==> config.mk <==
export PLATFORM = sky130hd
export DESIGN_NAME = csr_timer
export DESIGN_NICKNAME = d
export VERILOG_FILES = /design/src/rtl/csr_timer.sv
export SDC_FILE = /design/constraint.sdc
export NUM_CORES = 1
export LEC_CHECK = 0
export ABC_AREA = 1
export CAP_MARGIN = 20
export CORE_UTILIZATION = 40
export DETAILED_ROUTE_END_ITERATION = 8
export PLACE_DENSITY = 0.69
export RECOVER_POWER = 100
export SLEW_MARGIN = 20
export SYNTH_ARGS = -nofsm -noshare
export SYNTH_HDL_FRONTEND = slang
export SYNTH_SLANG_ARGS = --single-unit
==> constraint.sdc <==
create_clock -name clk -period 4.6 [get_ports clk]
set_clock_uncertainty 0.15 [all_clocks]
set_input_delay 0.92 -clock clk [delete_from_list [all_inputs] [get_ports clk]]
set_output_delay 0.92 -clock clk [all_outputs]
set_load 0.01 [all_outputs]
==> src/rtl/csr_timer.sv <==
// csr_timer: LoongArch constant timer (TCFG/TVAL/TID/TICLR) and the 64-bit
// stable counter used by RDCNTVL.W / RDCNTVH.W / RDCNTID.
// Timer interrupt is a level held until software clears it through TICLR.
module csr_timer #(
  parameter int TIMER_N = 32,
  parameter int CNT_W   = 64
) (
  input  logic        clk,
  input  logic        reset,
  input  logic        tcfg_we,
  input  logic        tid_we,
  input  logic        ticlr_we,
  input  logic [31:0] wdata,
  input  logic [31:0] wmask,
  output logic [31:0] tcfg_rdata,
  output logic [31:0] tval_rdata,
  output logic [31:0] tid_rdata,
  output logic [31:0] cnt_vl,
  output logic [31:0] cnt_vh,
  output logic        ti_int
);

  typedef enum logic [1:0] {
    IDLE  = 2'd0,
    COUNT = 2'd1,
    STOP  = 2'd2
  } state_t;

  state_t             state_r;
  logic [TIMER_N-1:0] tcfg_r;
  logic [TIMER_N-1:0] tval_r;
  logic [31:0]        tid_r;
  logic [CNT_W-1:0]   cnt_r;
  logic               ti_int_r;

  logic [TIMER_N-1:0] tcfg_merged_s;
  logic [TIMER_N-1:0] reload_s;
  logic [TIMER_N-1:0] new_reload_s;
  logic [31:0]        tid_merged_s;
  logic               expire_s;
  logic               ticlr_s;

  // Masked merges, reload values and the timer event qualifiers.
  always_comb begin
    tcfg_merged_s = (wmask[TIMER_N-1:0] & wdata[TIMER_N-1:0]) |
                    (~wmask[TIMER_N-1:0] & tcfg_r);
    reload_s      = {tcfg_r[TIMER_N-1:2], 2'b00};
    new_reload_s  = {tcfg_merged_s[TIMER_N-1:2], 2'b00};
    tid_merged_s  = (wmask & wdata) | (~wmask & tid_r);
    // A TCFG write in the same cycle swallows the expiry.
    expire_s      = (state_r == COUNT) && (tval_r == {TIMER_N{1'b0}}) && !tcfg_we;
    ticlr_s       = ticlr_we & wmask[0] & wdata[0];
  end

  // Timer FSM: TCFG write has priority, then countdown / reload / stop, plus interrupt level.
  always_ff @(posedge clk) begin
    if (reset) begin
      state_r  <= IDLE;
      tcfg_r   <= {TIMER_N{1'b0}};
      tval_r   <= {TIMER_N{1'b1}};
      ti_int_r <= 1'b0;
    end else begin
      // Set beats clear when both land in the same cycle.
      if (expire_s) begin
        ti_int_r <= 1'b1;
      end else if (ticlr_s) begin
        ti_int_r <= 1'b0;
      end else begin
        ti_int_r <= ti_int_r;
      end

      if (tcfg_we) begin
        tcfg_r <= tcfg_merged_s;
        if (tcfg_merged_s[0]) begin
          tval_r  <= new_reload_s;
          state_r <= COUNT;
        end else begin
          state_r <= IDLE;
        end
      end else begin
        case (state_r)
          IDLE: begin
            state_r <= IDLE;
          end
          COUNT: begin
            if (tval_r != {TIMER_N{1'b0}}) begin
              tval_r <= tval_r - TIMER_N'(1);
            end else if (tcfg_r[1]) begin
              tval_r <= reload_s;
            end else begin
              tval_r  <= {TIMER_N{1'b1}};
              state_r <= STOP;
            end
          end
          STOP: begin
            tval_r <= {TIMER_N{1'b1}};
          end
          default: begin
            state_r <= IDLE;
          end
        endcase
      end
    end
  end

  // TID register: software-owned identifier, masked merge on write.
  always_ff @(posedge clk) begin
    if (reset) begin
      tid_r <= 32'h0000_0000;
    end else if (tid_we) begin
      tid_r <= tid_merged_s;
    end else begin
      tid_r <= tid_r;
    end
  end

  // Stable counter: free-running, wraps naturally at 2^64.
  always_ff @(posedge clk) begin
    if (reset) begin
      cnt_r <= {CNT_W{1'b0}};
    end else begin
      cnt_r <= cnt_r + CNT_W'(1);
    end
  end

  assign tcfg_rdata = 32'(tcfg_r);
  assign tval_rdata = 32'(tval_r);
  assign tid_rdata  = tid_r;
  assign cnt_vl     = cnt_r[31:0];
  assign cnt_vh     = cnt_r[CNT_W-1:32];
  assign ti_int     = ti_int_r;

endmodule
# [Yosys cells after proc, flatten, opt, wreduce, memory -nomap -nowiden]
# Index checks and enable logic that the tools add are counted.
[word_totals] ff_bits=163 elab_cells=43
[op_classes] addsub=2 n_eq_ne=6 mux=12 bitwise_logic=8 reduce_logical=9
[ops] operator="32-bit 2-to-1 mux" n=4
[ops] operator="32-bit bitwise AND" n=3
[ops] operator="64-bit by 1-bit adder with 64-bit output, second input constant" n=1
[ops] operator="32-bit OR" n=2
[ops] operator="32-bit one-hot mux with 2 select lines" n=1
[ops] operator="32-bit logical NOT" n=1
[ops] operator="32-bit NOT" n=1
[ops] operator="32-bit nonzero test" n=1
[ops] operator="32-bit by 1-bit subtractor with 32-bit output, second input constant" n=1
[ops] operator="2-bit 2-to-1 mux" n=3
[ops] operator="3-bit inequality test, second input constant" n=2
[ops] operator="2-bit one-hot mux with 2 select lines" n=1
[ops] operator="1-bit 2-to-1 mux" n=3
[ops] operator="3-bit AND reduction" n=1
[ops] operator="3-bit nonzero test" n=1
[ops] operator="1-bit bitwise AND" n=2
[ops] operator="2-bit by 1-bit equality test with 1-bit output, second input constant" n=1
[ops] operator="2-bit equality test, second input constant" n=1
[ops] operator="1-bit logical AND" n=2
[ops] operator="2-bit by 1-bit inequality test with 1-bit output, second input constant" n=1
[ops] operator="2-bit inequality test, second input constant" n=1
[ops] operator="2-bit AND reduction" n=1
[ops] operator="2-bit nonzero test" n=1
[ops] operator="1-bit logical NOT" n=1

# [Longest topological paths before layout]
# Gate-level depths: netlist (run 1).
[logic_depth] ltp_word=5 mapped_depth=14

# [Worst setup path before layout (run 1)]
# No wires, ideal clock.
[synth_timing] path_kind="in2reg" from="input tcfg_we" to="register tval_r[13], in the netlist tval_rdata[13]" arrival_time_ns=1.859 slack_ns=2.466 cell_stages=8 cell_sequence="inv_2 -> nand2_2 -> nand2_2 -> nor2_4 -> buf_2 -> a21oi_1 -> a211oi_1 -> o21ai_1"
[synth_via] elab_chain_len=2 word_cells_on_any_way=4 classes_between="1 x eq/ne; 1 x mux; 2 x reduce/logical"
[synth_rtl] item="start: declaration" line_no="10" text="input logic tcfg_we,"
[synth_rtl] item="2-bit by 1-bit inequality test with 1-bit output (no source line) / 3-bit nonzero test (equally long branches)"
[synth_rtl] item="2-bit AND reduction (no source line)"
[synth_rtl] item="end signal: assignment" line_no="60" text="tval_r <= {TIMER_N{1'b1}};"
[synth_rtl] item="end signal: assignment" line_no="75" text="tval_r <= new_reload_s;"
[synth_rtl] item="end signal: assignment" line_no="87" text="tval_r <= tval_r - TIMER_N'(1);"
[synth_rtl] item="end: declaration" line_no="31" text="logic [TIMER_N-1:0] tval_r;"
# Several ways; a longest one is shown, not always the timed one.
# A chain may end at the register's enable or synchronous reset.

# [Worst setup path in the final report (run 1)]
# Same ends and word-level chain as after synthesis.

==> flow_metrics.env, run 1 <==
export IMPL_run_status="finished with violations"
export IMPL_failing_checks="max-capacitance violations, max-slew violations"
export IMPL_drt_pass1_iterations=5
export IMPL_clk_root_buffer_cell="sky130_fd_sc_hd__clkbuf_16"
export IMPL_drc=0
export IMPL_grt_first_pass_wirelength_um=52100
export IMPL_power_per_cell_area_mw_per_mm2=277
export IMPL_finalCriticalPeriod_ns=3.71
export IMPL_synthArstFlopShare_pct=0
export IMPL_critical_path_arrival_ns=3.87
export IMPL_worst_skew_pair_late_latency_ns=0.44
export IMPL_core_mm2=0.0221
export IMPL_post_cts_buffers=0
export IMPL_maximum_number_of_pins_on_one_net_before_global_route_repair=121
export IMPL_cts_sinks=163
export IMPL_diodes=0
export IMPL_synth_xor_area_share_pct=1.44
export IMPL_area_sequential_mm2=0.00326
export IMPL_report_final_hold_viol_count=0
export IMPL_grtUsageTotal_pct=28.2
export IMPL_worstHoldPathType="flip-flop to flip-flop"
export IMPL_drt_iter0_drc=948
export IMPL_final_period_utilization_pct=80.7
export IMPL_vias=10411
export IMPL_synth_area_mux_share_pct=0.878
export IMPL_synth_compound_gate_area_share_pct=15.9
export IMPL_grt_pass1_vias=9387
export IMPL_initial_core_util_pct=41.3
export IMPL_worst_r2r_cell_count=9
export IMPL_cts_buffers=17
export IMPL_final_tns_setup_ns=0
export IMPL_leakagePower_nw=4.70
export IMPL_globalRouteOverflowTotal=0
export IMPL_post_synth_num_cell_types=41
export IMPL_max_slew_headroom_at_the_worst_pin_pct=-4.33
export IMPL_synth_ff_latch_count=163
export IMPL_most_common_layout_cells="sky130_fd_sc_hd__nand2_1, sky130_fd_sc_hd__nor2_1, sky130_fd_sc_hd__dfxtp_1"
export IMPL_routed_via_count_divided_by_cell_count=5.39
export IMPL_routed_wire_length_per_instance_um=17.2
export IMPL_worstSetupEndpointType="flip-flop"
export IMPL_slew_violations=35
export IMPL_multi_input_gate_area_mm2=0.00509
export IMPL_final_common_cell="sky130_fd_sc_hd__nand2_1"
export IMPL_drt_antenna_violating_nets=0
export IMPL_worst_r2r_endpoint="tval_rdata[13]"
export IMPL_numPortBuffers=229
export IMPL_final_core_util_pct=55.1
export IMPL_syn_instance_count=1430
export IMPL_critical_path_endpoint="tval_rdata[13]"
export IMPL_cts_resized=0
export IMPL_ctsHoldBuffers=0
export IMPL_cts_tree="yes"
export IMPL_vdd_ir_max_v=0.000235
export IMPL_fmax_ghz=0.269
export IMPL_die_area_mm2=0.0234
export IMPL_clock_tree_htree_level_count=4
export IMPL_critical_path_startpoint_type="primary input"
export IMPL_synth_flop_cell="sky130_fd_sc_hd__dfxtp_1"
export IMPL_die_width_um=153
export IMPL_synth_top_family_by_area="simple AND/OR/NAND/NOR gates"
export IMPL_antenna_found_initial=1
export IMPL_num_nets_final=1710
export IMPL_synth_enable_flop_cells=0
export IMPL_fillerInstances=2216
export IMPL_worst_setup_path_type="primary input to flip-flop"
export IMPL_synth_seq_area_share_pct=35.8
export IMPL_ctsLongestPathBuffers=2
export IMPL_critical_path_startpoint="tcfg_we"
export IMPL_synth_fa_ha_area_share_pct=0.411
export IMPL_syn_nets=1502
export IMPL_flow_area_growth_from_synthesis_pct=33.3
export IMPL_dpl_hpwl_um=25300
export IMPL_die_height_um=153
export IMPL_yosys_warnings=0
export IMPL_r2r_setup_slack_ns=1.77
export IMPL_whs_path_depth=2
export IMPL_worst_ep_required_time_ns=4.76
export IMPL_yosys_area_share_simple_pct=37.3
export IMPL_maxCapViolations=1
export IMPL_layout_drive_gt1_share_pct=4.78
export IMPL_syn_area_per_cell_um2=6.38
export IMPL_pin_slew_with_the_least_headroom_to_its_limit_ns=1.56
export IMPL_syn_area_mm2=0.00913
export IMPL_setup_viol=0
export IMPL_crit_reg2reg_launch="state_r[1]"
export IMPL_grt_setup_unrepaired="no"
export IMPL_final_weighted_congestion_in_routability_driven_placement=0.965
export IMPL_clk_transition_reported_paths_ns=0.07
export IMPL_boundaryPins=230
export IMPL_rows=54
export IMPL_wirelength_um=33200
export IMPL_critical_path_peak_fanout=37
==> power breakdown <==
part | internal, mW | switching (mW) | leakage, nW
logic | 0.199 | 0.228 | 3.09
clock network | 0.794 | 0.617 | 0.281
registers | 1.47 | 0.0705 | 1.33
==> logic make-up (layout without fill, tap and decap cells) <==
family                   after synthesis  after routing
AO/OA/AOI/OAI                        265            265
XOR/XNOR                              15             15
adder cells (fa/ha/maj)                3              3
buffers and inverters                197            418
flip-flops                           163            163
multiplexers                           8              8
AND/OR/NAND/NOR                      779            779
==> cells in the mapped netlist (all sizes together), types with 20 or more instances <==
cell      n  share of area (%)
nand2   369                 15
nor2    218                9.8
dfxtp   163                 36
a21oi   158                8.7
inv     151                6.2
nand3    86                4.9
o21ai    64                3.5
nor3     45                2.9
nand4    33                2.3
clkbuf   30                1.2
a211oi   24                2.0
or2      20                1.4
==> worst min-delay path by stage <==
stage          startpoint        end
2_1_floorplan   flip-flop  flip-flop
3_3_place_gp    flip-flop  flip-flop
3_5_place_dp    flip-flop  flip-flop
4_1_cts         flip-flop  flip-flop
5_1_grt         flip-flop  flip-flop
6_report        flip-flop  flip-flop
==> worst max-delay path, cell delays in order <==
cell,delay (ns)
sky130_fd_sc_hd__dlygate4sd3_1,0.61
sky130_fd_sc_hd__inv_1,0.10
sky130_fd_sc_hd__buf_4,0.26
sky130_fd_sc_hd__nand3_1,0.16
sky130_fd_sc_hd__nand2_2,0.14
sky130_fd_sc_hd__nor2_2,0.90
sky130_fd_sc_hd__buf_4,0.38
sky130_fd_sc_hd__a21oi_1,0.07
sky130_fd_sc_hd__a211oi_1,0.20
sky130_fd_sc_hd__o21ai_0,0.13
==> stage by stage <==
stage	power, mW	setup WS [ns]	hold slack, ns	cells	cell area (um2)
2_1_floorplan	1.76	2.47	0.333	1430	9130
5_1_grt	3.51	0.615	0.322	1931	12200
6_report	3.38	0.888	0.306	1931	12200
4_1_cts	3.42	1.40	0.311	1931	12200
3_3_place_gp	2.01	1.05	0.298	1899	11600
3_5_place_dp	2.02	0.964	0.300	1899	11600
==> routing by layer <==
| metal | part of all wire (%) | track usage [%] | wire length [um] | vias to the layer above |
|---|---|---|---|---|
| met1 | 47 | 40.3 | 15600 | 4775 |
| met2 | 42 | 41.8 | 14000 | 452 |
| met5 | 0.036 | 0 | 12 | - |
| met3 | 8.2 | 5.50 | 2720 | 61 |
| li1 | - | - | - | 5121 |
| met4 | 2.6 | 9.96 | 851 | 2 |
==> area by class of cell <==
cell class,count,area share [%]
repair buffers,234,19.1
multi-input cells,1070,41.8
well taps,280,2.88
inverters,152,4.69
clock inverters,10,0.823
clock buffers,22,3.90
flip-flops and latches,163,26.8
Power figures use the tool's default switching activity.
==> run 2: changes to the inputs <==
--- a/config.mk
+++ b/config.mk
@@ -9,7 +9,7 @@
 export CAP_MARGIN = 20
 export CORE_UTILIZATION = 40
 export DETAILED_ROUTE_END_ITERATION = 8
-export PLACE_DENSITY = 0.69
+export PLACE_DENSITY = 0.72
 export RECOVER_POWER = 100
 export SLEW_MARGIN = 20
 export SYNTH_ARGS = -nofsm -noshare
==> constraint.sdc (replaced) <==
create_clock -name clk -period 3.2 [get_ports clk]
set_clock_uncertainty 0.15 [all_clocks]
set_input_delay 0.64 -clock clk [delete_from_list [all_inputs] [get_ports clk]]
set_output_delay 0.64 -clock clk [all_outputs]
set_load 0.01 [all_outputs]
==> run 2 against run 1 <==
Against the previous run:
- wire length shrank 0.59%
- cell area grew 0.14%
- utilization grew 0.079 points
- combinational power grew 48%
- critical endpoint is now cnt_r[54]
- clock-buffer cell count shrank 5
- first-iteration DRC count grew 6.3%
- critical path depth shrank 2
- clock power grew 44%
- highest routed layer is now met4
- hold slack lost 0.00095 ns
- cell count grew 0.47%
- setup slack lost 0.45 ns
- the flow still finishes with violations (max-capacitance violations, max-slew violations)
==> flow_metrics.env, run 2 (synthesis results as in run 1) <==
export IMPL_run_status="finished with violations"
export IMPL_failing_checks="max-capacitance violations, max-slew violations"
export IMPL_final_hold_slack_ns=0.305
export IMPL_power_per_cell_area_mw_per_mm2=400
export IMPL_worst_setup_path_type="flip-flop to flip-flop"
export IMPL_dpl_hpwl_um=25400
export IMPL_rows=54
export IMPL_cp_slowest_cell="sky130_fd_sc_hd__nor2_1"
export IMPL_vias=10519
export IMPL_routed_wire_length_per_instance_um=17.0
export IMPL_grt_first_pass_wirelength_um=52500
export IMPL_grtUsageTotal_pct=28.4
export IMPL_core_mm2=0.0221
export IMPL_worst_ep_required_time_ns=3.38
export IMPL_worstSetupEndpointType="flip-flop"
export IMPL_setup_viol=0
export IMPL_wirelength_um=33000
export IMPL_num_nets_final=1719
export IMPL_clock_tree_htree_level_count=4
export IMPL_final_tns_setup_ns=0
export IMPL_die_area_mm2=0.0234
export IMPL_flow_area_growth_from_synthesis_pct=33.5
export IMPL_drt_iter0_drc=1008
export IMPL_cts_tree="yes"
export IMPL_most_common_layout_cells="sky130_fd_sc_hd__nand2_1, sky130_fd_sc_hd__nor2_1, sky130_fd_sc_hd__dlygate4sd3_1"
export IMPL_slew_violations=82
export IMPL_cts_sinks=163
export IMPL_routed_via_count_divided_by_cell_count=5.42
export IMPL_initial_core_util_pct=41.3
export IMPL_maxCapViolations=1
export IMPL_drt_antenna_violating_nets=0
export IMPL_final_core_util_pct=55.1
export IMPL_diodes=0
export IMPL_critical_path_startpoint_type="flip-flop"
export IMPL_fmax_ghz=0.362
export IMPL_die_width_um=153
export IMPL_leakagePower_nw=4.69
export IMPL_ctsLongestPathBuffers=2
export IMPL_grt_pass1_vias=9679
export IMPL_cts_buffers=17
export IMPL_antenna_found_initial=0
export IMPL_final_common_cell="sky130_fd_sc_hd__nand2_1"
export IMPL_pin_slew_with_the_least_headroom_to_its_limit_ns=1.81
export IMPL_ctsHoldBuffers=0
export IMPL_cts_resized=0
export IMPL_final_period_utilization_pct=86.3
export IMPL_final_weighted_congestion_in_routability_driven_placement=1.01
export IMPL_worst_skew_pair_late_latency_ns=0.43
export IMPL_report_final_hold_viol_count=0
export IMPL_drc=0
export IMPL_globalRouteOverflowTotal=0
export IMPL_grt_setup_unrepaired="no"
export IMPL_clk_root_buffer_cell="sky130_fd_sc_hd__clkbuf_16"
export IMPL_critical_path_cell_chain="ha_1 -> nand2_2 -> nor2_1 -> nand2_1 -> nor3_2 -> nand3_1 -> or2_0 -> a21oi_1"
export IMPL_vdd_ir_max_v=0.000323
export IMPL_post_cts_buffers=0
export IMPL_critical_path_peak_fanout=8
export IMPL_critical_path_arrival_ns=2.94
export IMPL_max_slew_headroom_at_the_worst_pin_pct=-20.5
export IMPL_maximum_number_of_pins_on_one_net_before_global_route_repair=82
export IMPL_r2r_setup_slack_ns=0.44
export IMPL_finalCriticalPeriod_ns=2.76
export IMPL_drt_pass1_iterations=6
export IMPL_boundaryPins=230
export IMPL_die_height_um=153
export IMPL_worst_setup_slack_after_layout_ns=0.437
export IMPL_worstHoldPathType="flip-flop to flip-flop"
export IMPL_numPortBuffers=229
export IMPL_placement_setup_worst_slack_ns=0.404
export IMPL_worst_path_largest_cell_delay_ns=0.50
export IMPL_layout_drive_gt1_share_pct=4.70
export IMPL_clk_transition_reported_paths_ns=0.07
-- run 2: final timing paths --
path	endpoint	startpoint	cells after the start
max	cnt_r[54]	cnt_r[0]	8
min	flip-flop	flip-flop	2
max reg2reg	cnt_r[54]	cnt_r[0]	8
min reg2reg	flip-flop	flip-flop	2
-- run 2: power breakdown --
part	switching (mW)	internal [mW]
registers	0.0964	2.11
clock network	0.942	1.09
logic	0.338	0.292
total	1.38	3.49
-- run 2: final cells by class --
| class | instances | area, um2 |
|---|---|---|
| Inverter | 152 | 571 |
| Tap cell | 280 | 350 |
| Clock buffer | 17 | 425 |
| Clock inverter | 15 | 146 |
| Sequential cell | 163 | 3260 |
| Fill cell | 2187 | 9910 |
| Timing Repair Buffer | 243 | 2400 |
| Multi-Input combinational cell | 1070 | 5030 |
-- run 2: per-layer routing --
layer / wire length, um / part of all wire [%] / global-route usage, %
met2: 14500 / 44 / 44.0
met5: 0 / 0 / 0
met1: 15300 / 46 / 39.0
met3: 2260 / 6.9 / 4.34
met4: 967 / 2.9 / 12.1
-- run 2: stage by stage --
step	instances	instance area, um2	power (mW)
floorplan	1430	9130	2.54
finish	1940	12200	4.87
CTS	1940	12300	4.92
global route	1940	12200	5.05
global placement	1908	11700	2.91
detailed placement	1908	11700	2.91
-- run 2: critical path, delay by kind of cell, from the launching register on --
kind	cells	cell delay (ns)
and+or+nand+nor	6	1.65
DFF	1	0.41
adders and majority gates	1	0.33
AOI/OAI and AO/OA	1	0.11
